File: config.mk
export PLATFORM = sky130hd
export DESIGN_NAME = yuv_frame_scanout_sched
export DESIGN_NICKNAME = d
export VERILOG_FILES = /design/src/rtl/yuv_frame_scanout_sched.sv
export SDC_FILE = /design/constraint.sdc
export NUM_CORES = 1
export LEC_CHECK = 0
export CAP_MARGIN = 20
export CORE_MARGIN = 2
export CORE_UTILIZATION = 57
export CTS_CLUSTER_DIAMETER = 200
export CTS_CLUSTER_SIZE = 25
export DETAILED_ROUTE_END_ITERATION = 10
export HOLD_SLACK_MARGIN = 0.15
export PLACE_DENSITY_LB_ADDON = 0.12
export REMOVE_ABC_BUFFERS = 1
export SYNTH_ARGS = -nofsm -noshare
export SYNTH_HDL_FRONTEND = slang
export SYNTH_SLANG_ARGS = --single-unit
File: constraint.sdc
create_clock -name clk_i -period 6.1 [get_ports clk_i]
set_clock_uncertainty 0.05 [all_clocks]
set_input_delay 1.525 -clock clk_i [delete_from_list [all_inputs] [get_ports clk_i]]
set_output_delay 1.525 -clock clk_i [all_outputs]
set_load 0.03 [all_outputs]
File: src/rtl/yuv_frame_scanout_sched.sv
// rtl/yuv_frame_scanout_sched.sv - planar YUV 4:2:0 frame scan-out scheduler
module yuv_frame_scanout_sched #(
    parameter int WIDTH  = 352,
    parameter int HEIGHT = 288,
    parameter int BURST  = 16,
    parameter int ADR_W  = 24,
    parameter int DESC_W = 32
) (
    input  logic              clk_i,
    input  logic              reset_n_i,
    input  logic              fifo_valid_i,
    input  logic [DESC_W-1:0] fifo_y_i,
    input  logic [DESC_W-1:0] fifo_u_i,
    input  logic [DESC_W-1:0] fifo_v_i,
    output logic              fifo_strobe_o,
    input  logic              vsync_i,
    input  logic              line_req_i,
    output logic              mem_req_o,
    output logic [ADR_W-1:0]  mem_adr_o,
    output logic [1:0]        mem_plane_o,
    input  logic              mem_ack_i,
    output logic              line_done_o,
    output logic              release_o,
    output logic [DESC_W-1:0] released_y_o,
    output logic [DESC_W-1:0] released_u_o,
    output logic [DESC_W-1:0] released_v_o,
    output logic              has_frame_o,
    output logic [7:0]        repeat_cnt_o,
    output logic              overrun_o
);

    localparam int NY = WIDTH / BURST;
    localparam int NC = WIDTH / (2 * BURST);
    localparam int BW = $clog2(NY + 1);
    localparam int LW = $clog2(HEIGHT + 1);

    localparam logic [ADR_W-1:0] STEP    = ADR_W'(BURST);
    localparam logic [ADR_W-1:0] Y_PITCH = ADR_W'(WIDTH);
    localparam logic [ADR_W-1:0] C_PITCH = ADR_W'(WIDTH / 2);
    localparam logic [BW-1:0]    Y_LAST  = BW'(NY - 1);
    localparam logic [BW-1:0]    C_LAST  = BW'(NC - 1);
    localparam logic [LW-1:0]    LINES   = LW'(HEIGHT);

    localparam logic [1:0] PL_Y = 2'd0;
    localparam logic [1:0] PL_U = 2'd1;
    localparam logic [1:0] PL_V = 2'd2;

    typedef enum logic [2:0] {
        IDLE,
        FETCH_Y,
        FETCH_U,
        FETCH_V,
        DONE
    } state_t;

    state_t            state_q, state_d;
    logic [DESC_W-1:0] cur_y_q, cur_y_d;
    logic [DESC_W-1:0] cur_u_q, cur_u_d;
    logic [DESC_W-1:0] cur_v_q, cur_v_d;
    logic [LW-1:0]     line_q, line_d;
    logic              pending_vs_q, pending_vs_d;
    logic              has_frame_q, has_frame_d;
    logic [7:0]        repeat_cnt_q, repeat_cnt_d;
    logic              overrun_q, overrun_d;
    logic [BW-1:0]     burst_q, burst_d;
    logic              mem_req_q, mem_req_d;
    logic [ADR_W-1:0]  mem_adr_q, mem_adr_d;
    logic [1:0]        mem_plane_q, mem_plane_d;
    logic              release_q, release_d;
    logic [DESC_W-1:0] released_y_q, released_y_d;
    logic [DESC_W-1:0] released_u_q, released_u_d;
    logic [DESC_W-1:0] released_v_q, released_v_d;
    logic              strobe_prev_q;

    logic              service;
    logic              vs_abort;
    logic [ADR_W-1:0]  y_base, u_base, v_base;

    // The strobe_prev_q guard keeps two pops from ever landing on adjacent cycles.
    assign service       = (state_q == IDLE) && pending_vs_q && !strobe_prev_q;
    assign fifo_strobe_o = service && fifo_valid_i;
    assign vs_abort      = pending_vs_q || vsync_i;

    assign y_base = cur_y_q[ADR_W-1:0] + ADR_W'(line_q) * Y_PITCH;
    assign u_base = cur_u_q[ADR_W-1:0] + ADR_W'(line_q >> 1) * C_PITCH;
    assign v_base = cur_v_q[ADR_W-1:0] + ADR_W'(line_q >> 1) * C_PITCH;

    always_comb begin
        state_d      = state_q;
        cur_y_d      = cur_y_q;
        cur_u_d      = cur_u_q;
        cur_v_d      = cur_v_q;
        line_d       = line_q;
        pending_vs_d = vsync_i || (pending_vs_q && !service);
        has_frame_d  = has_frame_q;
        repeat_cnt_d = repeat_cnt_q;
        overrun_d    = overrun_q || (line_req_i && (state_q != IDLE));
        burst_d      = burst_q;
        mem_req_d    = mem_req_q;
        mem_adr_d    = mem_adr_q;
        mem_plane_d  = mem_plane_q;
        release_d    = 1'b0;
        released_y_d = released_y_q;
        released_u_d = released_u_q;
        released_v_d = released_v_q;

        case (state_q)
            IDLE: begin
                if (service) begin
                    if (fifo_valid_i) begin
                        cur_y_d      = fifo_y_i;
                        cur_u_d      = fifo_u_i;
                        cur_v_d      = fifo_v_i;
                        release_d    = has_frame_q;
                        released_y_d = cur_y_q;
                        released_u_d = cur_u_q;
                        released_v_d = cur_v_q;
                        has_frame_d  = 1'b1;
                        repeat_cnt_d = 8'd0;
                    end else if (has_frame_q && (repeat_cnt_q != 8'hFF)) begin
                        repeat_cnt_d = repeat_cnt_q + 8'd1;
                    end
                    line_d = '0;
                end else if (line_req_i && has_frame_q && (line_q < LINES)
                             && !pending_vs_q && !vsync_i) begin
                    state_d     = FETCH_Y;
                    mem_req_d   = 1'b1;
                    mem_adr_d   = y_base;
                    mem_plane_d = PL_Y;
                    burst_d     = '0;
                end
            end
            FETCH_Y: begin
                if (mem_ack_i) begin
                    if (vs_abort) begin
                        state_d   = IDLE;
                        mem_req_d = 1'b0;
                    end else if (burst_q != Y_LAST) begin
                        burst_d   = burst_q + BW'(1);
                        mem_adr_d = mem_adr_q + STEP;
                    end else if (!line_q[0]) begin
                        state_d     = FETCH_U;
                        burst_d     = '0;
                        mem_adr_d   = u_base;
                        mem_plane_d = PL_U;
                    end else begin
                        state_d   = DONE;
                        mem_req_d = 1'b0;
                    end
                end
            end
            FETCH_U: begin
                if (mem_ack_i) begin
                    if (vs_abort) begin
                        state_d   = IDLE;
                        mem_req_d = 1'b0;
                    end else if (burst_q != C_LAST) begin
                        burst_d   = burst_q + BW'(1);
                        mem_adr_d = mem_adr_q + STEP;
                    end else begin
                        state_d     = FETCH_V;
                        burst_d     = '0;
                        mem_adr_d   = v_base;
                        mem_plane_d = PL_V;
                    end
                end
            end
            FETCH_V: begin
                if (mem_ack_i) begin
                    if (vs_abort) begin
                        state_d   = IDLE;
                        mem_req_d = 1'b0;
                    end else if (burst_q != C_LAST) begin
                        burst_d   = burst_q + BW'(1);
                        mem_adr_d = mem_adr_q + STEP;
                    end else begin
                        state_d   = DONE;
                        mem_req_d = 1'b0;
                    end
                end
            end
            DONE: begin
                line_d  = line_q + LW'(1);
                state_d = IDLE;
            end
            default: begin
                state_d   = IDLE;
                mem_req_d = 1'b0;
            end
        endcase
    end

    always_ff @(posedge clk_i) begin
        if (!reset_n_i) begin
            state_q       <= IDLE;
            cur_y_q       <= '0;
            cur_u_q       <= '0;
            cur_v_q       <= '0;
            line_q        <= '0;
            pending_vs_q  <= 1'b0;
            has_frame_q   <= 1'b0;
            repeat_cnt_q  <= 8'd0;
            overrun_q     <= 1'b0;
            burst_q       <= '0;
            mem_req_q     <= 1'b0;
            mem_adr_q     <= '0;
            mem_plane_q   <= 2'd0;
            release_q     <= 1'b0;
            released_y_q  <= '0;
            released_u_q  <= '0;
            released_v_q  <= '0;
            strobe_prev_q <= 1'b0;
        end else begin
            state_q       <= state_d;
            cur_y_q       <= cur_y_d;
            cur_u_q       <= cur_u_d;
            cur_v_q       <= cur_v_d;
            line_q        <= line_d;
            pending_vs_q  <= pending_vs_d;
            has_frame_q   <= has_frame_d;
            repeat_cnt_q  <= repeat_cnt_d;
            overrun_q     <= overrun_d;
            burst_q       <= burst_d;
            mem_req_q     <= mem_req_d;
            mem_adr_q     <= mem_adr_d;
            mem_plane_q   <= mem_plane_d;
            release_q     <= release_d;
            released_y_q  <= released_y_d;
            released_u_q  <= released_u_d;
            released_v_q  <= released_v_d;
            strobe_prev_q <= fifo_strobe_o;
        end
    end

    assign mem_req_o    = mem_req_q;
    assign mem_adr_o    = mem_adr_q;
    assign mem_plane_o  = mem_plane_q;
    assign line_done_o  = (state_q == DONE);
    assign release_o    = release_q;
    assign released_y_o = released_y_q;
    assign released_u_o = released_u_q;
    assign released_v_o = released_v_q;
    assign has_frame_o  = has_frame_q;
    assign repeat_cnt_o = repeat_cnt_q;
    assign overrun_o    = overrun_q;

endmodule

==> impl_metrics.env, run 1 <==
export IMPL_arrival_ns=5.20
export IMPL_whs_ns=0.399
export IMPL_route_detailed_drc=0
export IMPL_cts_root_buf="clkbuf_16"
export IMPL_ys_ff_latch=249
export IMPL_die_y_um=155
export IMPL_endpoint_kind="flip-flop"
export IMPL_cp_start_kind="flip-flop"
export IMPL_worstMarginPinSlew_ns=1.15
export IMPL_cts_path_max_buffers=3
export IMPL_vdd_drop_max_uv=184
export IMPL_drt_total_wl_um=35500
export IMPL_worst_slack_ns=1.22
export IMPL_synth_async_reset_ratio_pct=0
export IMPL_ctsResizeCount=0
export IMPL_finalHoldViolCount=0
export IMPL_max_slew_margin_rel_pct=22.8
export IMPL_wire_per_inst_um=16.7
export IMPL_reg2reg_slack_ns=1.22
export IMPL_clkTransAtPathRegs_ns=0.11
export IMPL_clk_latency_ns=0.49
export IMPL_core_area_sq_um=22600
export IMPL_hp_class="reg2reg"
export IMPL_hold_depth=2
export IMPL_crit_required_ns=6.41
export IMPL_drv_slew=0
export IMPL_via_per_inst=5.84
export IMPL_ctsHoldBuffers=0
export IMPL_initial_core_util_pct=57.9
export IMPL_post_place_ws_ns=1.30
export IMPL_cts_setup_buffers=0
export IMPL_dr_pass1_iters=5
export IMPL_rsz0062_at_grt="false"
export IMPL_io_pins=238
export IMPL_synth_area_sq_um=13100
export IMPL_cts_inserted_buffers=13
export IMPL_status="completed"
export IMPL_crit_family="compound AO/OA/AOI/OAI gates"
export IMPL_fin_crit_sh_pct=80.0
export IMPL_path_max_fanout=14
export IMPL_n_fill_cell=1905
export IMPL_synth_cell_types=88
export IMPL_cp_slowest_stage_delay_ns=0.68
export IMPL_vias=12400
export IMPL_insertedDiodeCount=0
export IMPL_synth_top_flop_cell="dfxtp_1"
export IMPL_fp_row_count=55
export IMPL_synthCells=1672
export IMPL_crit_slowest_cell="dfxtp_1"
export IMPL_ys_warn_count=0
export IMPL_io_buffers=237
export IMPL_drtIter0Drc=908
export IMPL_cts_sinks=249
export IMPL_cp_cell_sequence="ha_1 > ha_1 > fa_1 > a21oi_1 > nor2_1 > nor2_1 > o21bai_1 > a21oi_1 > o21ai_0 > xnor2_1 > ha_1 > or3_1 > a211oi_1 > a32oi_2 > a21oi_2 > nor4b_1 > a311oi_1 > o221ai_1"
export IMPL_cp_depth=18
export IMPL_cp_common_cell="ha_1"
export IMPL_ys_seq_area_share_pct=38.1
export IMPL_synth_edf_count=0
export IMPL_final_common_cell="nand2_1"
export IMPL_p_leak_nw=5.79
export IMPL_grt_max_degree=106
export IMPL_min_period_ns=4.88
export IMPL_layout_common_cells="nand2_1 (440), a21oi_1 (257), dfxtp_1 (249)"
export IMPL_grt_pass1_wl_um=57100
export IMPL_grt_pass1_vias=11500
export IMPL_die_area_sq_um=24200
export IMPL_grtUsageTotal_pct=28.6
export IMPL_hpwl_um=25600
export IMPL_reg2reg_depth=18
export IMPL_antenna_found_initial=0
export IMPL_drive_above_1_share_pct=3.09
export IMPL_fmax_mhz=205
export IMPL_drtAntennaViolNets=0
export IMPL_critPathKind="reg2reg"
export IMPL_nets=2025
export IMPL_gp_congestion=0.937
export IMPL_cap_violations=0
export IMPL_dieWidth_um=155
export IMPL_crit_buf_inv=0
export IMPL_p_per_area_nw_per_um2=195
export IMPL_grt_ovfl_total=0
export IMPL_finalSetupViolCount=0
export IMPL_avgSynthCellArea_sq_um=7.82
export IMPL_cts_max_level=1
export IMPL_area_growth_synth_to_final_pct=21.3
export IMPL_tritoncts="built"
export IMPL_tns_ns=0
[layout make-up]
cell class                 instances  area (sq um)  share of cell area, %
clock buffer                      14           329                   2.08
inverter                          43           171                   1.08
multi-input combinational       1288          7530                   47.5
sequential                       249          4980                   31.5
tap                              285           357                   2.25
timing repair buffer             248          2480                   15.6
[synthesized netlist by cell type (4+ instances only)]
library cell | instances | area, sq um
buf_2 | 27 | 135
o211a_1 | 4 | 40.0
ha_1 | 70 | 876
nand3_1 | 26 | 130
xor2_1 | 27 | 236
o211ai_1 | 12 | 90.1
o21bai_1 | 7 | 52.6
dfxtp_1 | 249 | 4980
clkbuf_1 | 60 | 225
a311oi_1 | 5 | 43.8
a211oi_1 | 21 | 158
fa_1 | 10 | 200
nor4_1 | 5 | 31.3
nand2b_1 | 13 | 81.3
o2111ai_1 | 6 | 52.6
nor3_1 | 13 | 65.1
a21o_1 | 15 | 113
and3_1 | 10 | 62.6
xnor2_1 | 38 | 333
or2_2 | 4 | 25.0
a31oi_1 | 13 | 81.3
buf_4 | 4 | 30.0
nand3b_1 | 4 | 30.0
inv_1 | 41 | 154
and2_1 | 5 | 31.3
or3_1 | 17 | 106
a21oi_1 | 257 | 1290
nor2_1 | 69 | 259
nand4_1 | 17 | 106
o21ai_0 | 59 | 295
o21ai_1 | 5 | 25.0
a222oi_1 | 6 | 60.1
a221oi_1 | 9 | 78.8
o21a_1 | 17 | 128
o22ai_1 | 4 | 25.0
nand2_1 | 441 | 1660
[sequential cells by signal, summed over array words and instances, names as in the netlist, 2 cells and up]
signal,flops
released_u_o,32
cur_u_q,32
line_q,9
mem_plane_o,2
repeat_cnt_o,8
mem_adr_o,24
released_v_o,32
state_q,3
cur_v_q,32
cur_y_q,32
released_y_o,32
burst_q,5
[tightest hold or removal path: stages, from the launching register on]
cell     delay, ns
dfxtp_1       0.32
nand2_1       0.05
a21oi_1       0.05
[power breakdown]
group | total [W] | switching [W] | internal, W
clock network | 0.000903 | 0.000515 | 0.000388
logic | 0.000444 | 0.000264 | 0.000180
registers | 0.00174 | 0.0000608 | 0.00168
[metal layers]
metal  global-route usage, %  share of wire [%]  up-vias
met5                       0                  0        -
met4                    7.43                2.2        0
met3                    5.74                8.4       49
met2                    46.9                 46      460
met1                    38.8                 44     5750
li1                        -                  -     6159
[path summary, 6_finish.rpt]
kind / start / to
worst max-delay path: line_q[0] / mem_adr_o[19]
worst min-delay path: cur_y_q[29] / released_y_o[29]
worst max register to register: line_q[0] / mem_adr_o[19]
worst min register to register: cur_y_q[29] / released_y_o[29]
[stage by stage]
stage / power (W) / utilization [%] / instance area, sq um / instances
finish: 0.00309 / 70.2 / 15800 / 2127
global route: 0.00320 / 70.2 / 15800 / 2127
CTS: 0.00310 / 70.2 / 15800 / 2127
detailed placement: 0.00222 / 68.8 / 15500 / 2113
global placement: 0.00221 / 68.8 / 15500 / 2113
floorplan: 0.00201 / - / 12700 / 1580
[kinds of logic after synthesis]
kind of cell,count (synthesis),share of synthesized area (%)
multiplexers,5,0.402
flip-flops,249,38.1
adder cells (fa/ha/maj),80,8.23
XOR/XNOR,65,4.36
buffers and inverters,135,4.31
AND/OR/NAND/NOR,655,22.0
AO/OA/AOI/OAI,483,22.6
(Power assumes the default switching activity.)
==> inputs of run 2 (changes only) <==
CORE_UTILIZATION = 53   (was 57)
clock period = 4.9 ns   (was 6.1 ns; I/O delays follow)
==> impl_metrics.env, run 2 (synthesis gave the netlist of run 1 again) <==
export IMPL_status="completed"
export IMPL_grtUsageTotal_pct=27.1
export IMPL_rsz0062_at_grt="false"
export IMPL_dr_pass1_iters=5
export IMPL_area_growth_synth_to_final_pct=22.2
export IMPL_grt_pass1_wl_um=58200
export IMPL_arrival_ns=4.98
export IMPL_initial_core_util_pct=53.9
export IMPL_min_period_ns=4.61
export IMPL_fin_crit_sh_pct=94.1
export IMPL_core_area_sq_um=24200
export IMPL_drt_total_wl_um=36200
export IMPL_fmax_mhz=217
export IMPL_grt_ovfl_total=0
export IMPL_cts_max_level=1
export IMPL_die_y_um=161
export IMPL_crit_required_ns=5.27
export IMPL_drive_above_1_share_pct=3.73
export IMPL_vdd_drop_max_uv=224
export IMPL_fp_row_count=57
export IMPL_dp_cells=2161
export IMPL_finalSetupViolCount=0
export IMPL_via_per_inst=5.71
export IMPL_worstMarginPinSlew_ns=0.944
export IMPL_die_area_sq_um=25900
export IMPL_cts_sinks=249
export IMPL_antenna_found_initial=0
export IMPL_drtIter0Drc=1038
export IMPL_cp_start_kind="flip-flop"
export IMPL_critPathKind="reg2reg"
export IMPL_grt_max_degree=194
export IMPL_path_max_fanout=7
export IMPL_nets=2034
export IMPL_grt_pass1_vias=11400
export IMPL_p_leak_nw=5.84
export IMPL_tritoncts="built"
export IMPL_hold_depth=2
export IMPL_cts_path_max_buffers=3
export IMPL_finalNonFillerCells=2175
export IMPL_insertedDiodeCount=0
export IMPL_p_per_area_nw_per_um2=242
export IMPL_layout_common_cells="nand2_1 (440), a21oi_1 (257), dfxtp_1 (247)"
export IMPL_n_fill_cell=2135
export IMPL_cts_root_buf="clkbuf_16"
export IMPL_vias=12400
export IMPL_reg2reg_depth=18
export IMPL_gp_congestion=0.912
export IMPL_cts_setup_buffers=0
export IMPL_wire_per_inst_um=16.7
export IMPL_clk_latency_ns=0.49
export IMPL_p_total_w=0.00386
export IMPL_cap_violations=0
export IMPL_hp_class="reg2reg"
export IMPL_finalHoldViolCount=0
export IMPL_max_slew_margin_rel_pct=36.6
export IMPL_io_pins=238
export IMPL_route_detailed_drc=0
export IMPL_io_buffers=237
export IMPL_drv_slew=0
export IMPL_hpwl_um=26100
export IMPL_clkTransAtPathRegs_ns=0.10
export IMPL_dieWidth_um=161
export IMPL_drtAntennaViolNets=0
export IMPL_final_common_cell="nand2_1"
export IMPL_tns_ns=0
export IMPL_cts_inserted_buffers=13
export IMPL_endpoint_kind="flip-flop"
run 2: cell count changes in the layout (fill, tap and decap cells not counted), sizes merged:
cell           delta
buf              +10
clkdlybuf4s50     -1
run 2: report_power, final:
group | leakage (nW) | internal, W | switching [W]
logic | 3.66 | 0.000227 | 0.000331
registers | 2.02 | 0.00209 | 0.0000749
clock network | 0.161 | 0.000484 | 0.000655
total | 5.84 | 0.00280 | 0.00106
run 2: per-stage QoR:
| step | cell area, sq um | setup slack, ns | hold slack, ns | util [%] |
|---|---|---|---|---|
| finish | 16000 | 0.287 | 0.406 | 65.8 |
| detailed placement | 15600 | 0.298 | 0.396 | 64.5 |
| floorplan | 12700 | -3.23 | 0.382 | - |
| CTS | 16000 | 0.279 | 0.409 | 65.8 |
| global route | 16000 | 0.0451 | 0.422 | 65.8 |
| global placement | 15600 | 0.347 | 0.386 | 64.5 |
run 2: layer usage:
layer	GRT usage [%]	vias up	share of wire, %	routed length, um
met4	5.84	0	1.7	616
met1	37.0	5833	45	16400
met3	5.68	45	7.9	2860
met5	0	-	0	0
met2	44.6	372	45	16400
li1	-	6164	-	-
run 2: worst paths after layout:
check / from / to / slack [ns]
max: line_q[3] / mem_adr_o[17] / 0.29
min: cur_u_q[31] / released_u_o[31] / 0.41
max reg2reg: line_q[3] / mem_adr_o[17] / 0.29
min reg2reg: cur_u_q[31] / released_u_o[31] / 0.41
run 2: layout make-up:
type | count | area [sq um] | area share [%]
Multi-Input combinational cell | 1288 | 7530 | 47.1
Sequential cell | 249 | 4990 | 31.2
Timing Repair Buffer | 257 | 2540 | 15.9
Inverter | 43 | 171 | 1.07
Clock buffer | 14 | 329 | 2.06
Tap cell | 324 | 405 | 2.54
run 2: worst max-delay path, cell delays in order (launching register included):
cell	delay, ns
dfxtp_1	0.33
buf_4	0.16
ha_1	0.27
inv_1	0.05
fa_1	0.51
inv_1	0.04
ha_1	0.37
inv_1	0.11
o21bai_1	0.09
a21oi_1	0.27
o21ai_0	0.16
xnor2_1	0.30
ha_1	0.28
or3_1	0.12
o21ai_0	0.20
o31ai_1	0.58
nand2_1	0.14
or3_1	0.33
a31oi_1	0.16
run 2: repair_timing:
item	CTS	global route
hold buffers	0	0
endpoints found under the setup margin	0	3
resized for setup	0	2
hold endpoints to repair	0	0
==> inputs of run 3 (changes only) <==
CTS_CLUSTER_SIZE = default   (was 25)
==> impl_metrics.env, run 3 (synthesis gave the netlist of run 1 again) <==
export IMPL_status="completed"
export IMPL_nets=2047
export IMPL_arrival_ns=4.95
export IMPL_p_per_area_nw_per_um2=289
export IMPL_clk_latency_ns=0.55
export IMPL_vias=12600
export IMPL_layout_common_cells="nand2_1 (440), a21oi_1 (257), dfxtp_1 (248)"
export IMPL_area_growth_synth_to_final_pct=26.6
export IMPL_critPathKind="reg2reg"
export IMPL_min_period_ns=4.59
export IMPL_route_detailed_drc=0
export IMPL_io_pins=238
export IMPL_fp_row_count=57
export IMPL_crit_family="compound AO/OA/AOI/OAI gates"
export IMPL_rsz0062_at_grt="false"
export IMPL_fin_crit_sh_pct=93.7
export IMPL_hold_depth=2
export IMPL_grt_max_degree=194
export IMPL_final_common_cell="nand2_1"
export IMPL_cp_cell_sequence="ha_1 > fa_1 > ha_1 > a21oi_1 > nor2_1 > nor2_1 > o21bai_1 > a21oi_1 > o21ai_0 > xnor2_1 > ha_1 > or3_1 > a211oi_1 > a32oi_2 > a21oi_2 > nor4b_1 > a311oi_1 > o221ai_1"
export IMPL_wire_per_inst_um=16.6
export IMPL_hp_class="reg2reg"
export IMPL_crit_slowest_cell="fa_1"
export IMPL_die_area_sq_um=25900
export IMPL_crit_required_ns=5.26
export IMPL_gp_congestion=0.912
export IMPL_stdcell_area_sq_um=16500
export IMPL_cts_inserted_buffers=26
export IMPL_path_max_fanout=6
export IMPL_hold_end="released_v_o[25]"
export IMPL_cts_sinks=249
export IMPL_io_buffers=237
export IMPL_finalSetupViolCount=0
export IMPL_crit_buf_inv=0
export IMPL_grt_pass1_vias=11600
export IMPL_whs_ns=0.402
export IMPL_worstMarginPinSlew_ns=0.932
export IMPL_placed_area_sq_um=15600
export IMPL_cap_violations=0
export IMPL_hp_start="cur_v_q[25]"
export IMPL_n_fill_cell=2049
export IMPL_via_per_inst=5.69
export IMPL_antenna_found_initial=0
export IMPL_cts_max_level=1
export IMPL_dp_cells=2161
export IMPL_drtIter0Drc=1015
export IMPL_rr_endpoint="mem_adr_o[19]"
export IMPL_drtAntennaViolNets=0
export IMPL_hpwl_um=26100
export IMPL_grtUsageTotal_pct=27.7
export IMPL_reg2reg_slack_ns=0.31
export IMPL_drv_slew=0
export IMPL_max_slew_margin_rel_pct=37.4
export IMPL_p_leak_nw=6.12
export IMPL_grt_ovfl_total=0
export IMPL_initial_core_util_pct=53.9
export IMPL_core_area_sq_um=24200
export IMPL_finalNonFillerCells=2208
export IMPL_fmax_mhz=218
export IMPL_cts_setup_buffers=0
export IMPL_cp_start_kind="flip-flop"
export IMPL_r2r_start="line_q[1]"
export IMPL_cp_slowest_stage_delay_ns=0.47
export IMPL_endpoint_kind="flip-flop"
export IMPL_dieWidth_um=161
export IMPL_utilization_pct=68.2
export IMPL_finalHoldViolCount=0
export IMPL_insertedDiodeCount=0
export IMPL_reg2reg_depth=18
export IMPL_cts_root_buf="clkbuf_16"
export IMPL_dr_pass1_iters=5
export IMPL_cp_common_cell="ha_1"
export IMPL_cts_path_max_buffers=3
export IMPL_clkTransAtPathRegs_ns=0.06
export IMPL_tritoncts="built"
export IMPL_drt_total_wl_um=36800
export IMPL_die_y_um=161
export IMPL_vdd_drop_max_uv=292
export IMPL_grt_pass1_wl_um=59400
export IMPL_drive_above_1_share_pct=5.25
==> run 3: cell count changes in the layout (fill, tap and decap cells not counted), sizes merged <==
cell / previous run / this run
bufinv: 0 / 2
clkbuf: 14 / 39
clkinvlp: 0 / 2
clkinv: 1 / 5
==> run 3: worst register-to-register path, stage by stage, from the launching register on <==
cell and delay (ns):
dfxtp_1 0.45, ha_1 0.31, fa_1 0.47, ha_1 0.34, a21oi_1 0.16, nor2_1 0.06
nor2_1 0.17, o21bai_1 0.09, a21oi_1 0.26, o21ai_0 0.15, xnor2_1 0.17, ha_1 0.23
or3_1 0.36, a211oi_1 0.26, a32oi_2 0.22, a21oi_2 0.25, nor4b_1 0.08, a311oi_1 0.25
o221ai_1 0.14
==> run 3: report_power, final <==
part / switching, W / internal [W]
combinational: 0.000331 / 0.000227
clock: 0.000828 / 0.00123
sequential: 0.0000749 / 0.00209
total: 0.00123 / 0.00355
==> run 3: cell type report <==
class                           instances  area [sq um]  share of cell area, %
Multi-Input combinational cell       1288          7530                   45.5
Timing Repair Buffer                  257          2540                   15.4
Inverter                               43           171                   1.04
Clock inverter                          8           106                  0.643
Clock buffer                           39           800                   4.83
Tap cell                              324           405                   2.45
Sequential cell                       249          4990                   30.1
==> run 3: stage by stage <==
step | setup slack, ns | setup TNS [ns] | total power [W]
after floorplan | -3.23 | -533.73 | 0.00251
after global placement | 0.347 | 0 | 0.00276
after detailed placement | 0.298 | 0 | 0.00276
after CTS | 0.281 | 0 | 0.00482
after global routing | 0.00828 | 0 | 0.00497
final | 0.308 | 0 | 0.00478
==> run 3: how the worst max path moves through the flow <==
stage	start	endpoint	slack, ns	cells after the start
6_report	line_q[1]	mem_adr_o[19]	0.31	18
5_1_grt	line_q[1]	mem_adr_o[19]	0.008	18
4_1_cts	line_q[2]	mem_adr_o[19]	0.28	18
3_5_place_dp	line_q[2]	mem_adr_o[19]	0.30	18
3_3_place_gp	line_q[2]	mem_adr_o[19]	0.35	18
2_1_floorplan	fifo_valid_i	fifo_strobe_o	-3.23	2
==> run 3: timing repair <==
action	in CTS	in global routing
endpoints found under the hold margin	0	0
setup endpoints to repair	0	2
gates resized for setup	0	1
hold buffers	0	0
==> run 3: routing by layer <==
layer | track usage (%) | vias up | part of all wire [%]
met5 | 0 | - | 0
li1 | - | 6213 | -
met1 | 37.1 | 5918 | 45
met2 | 45.6 | 378 | 46
met3 | 6.57 | 50 | 7.8
met4 | 6.13 | 0 | 1.7
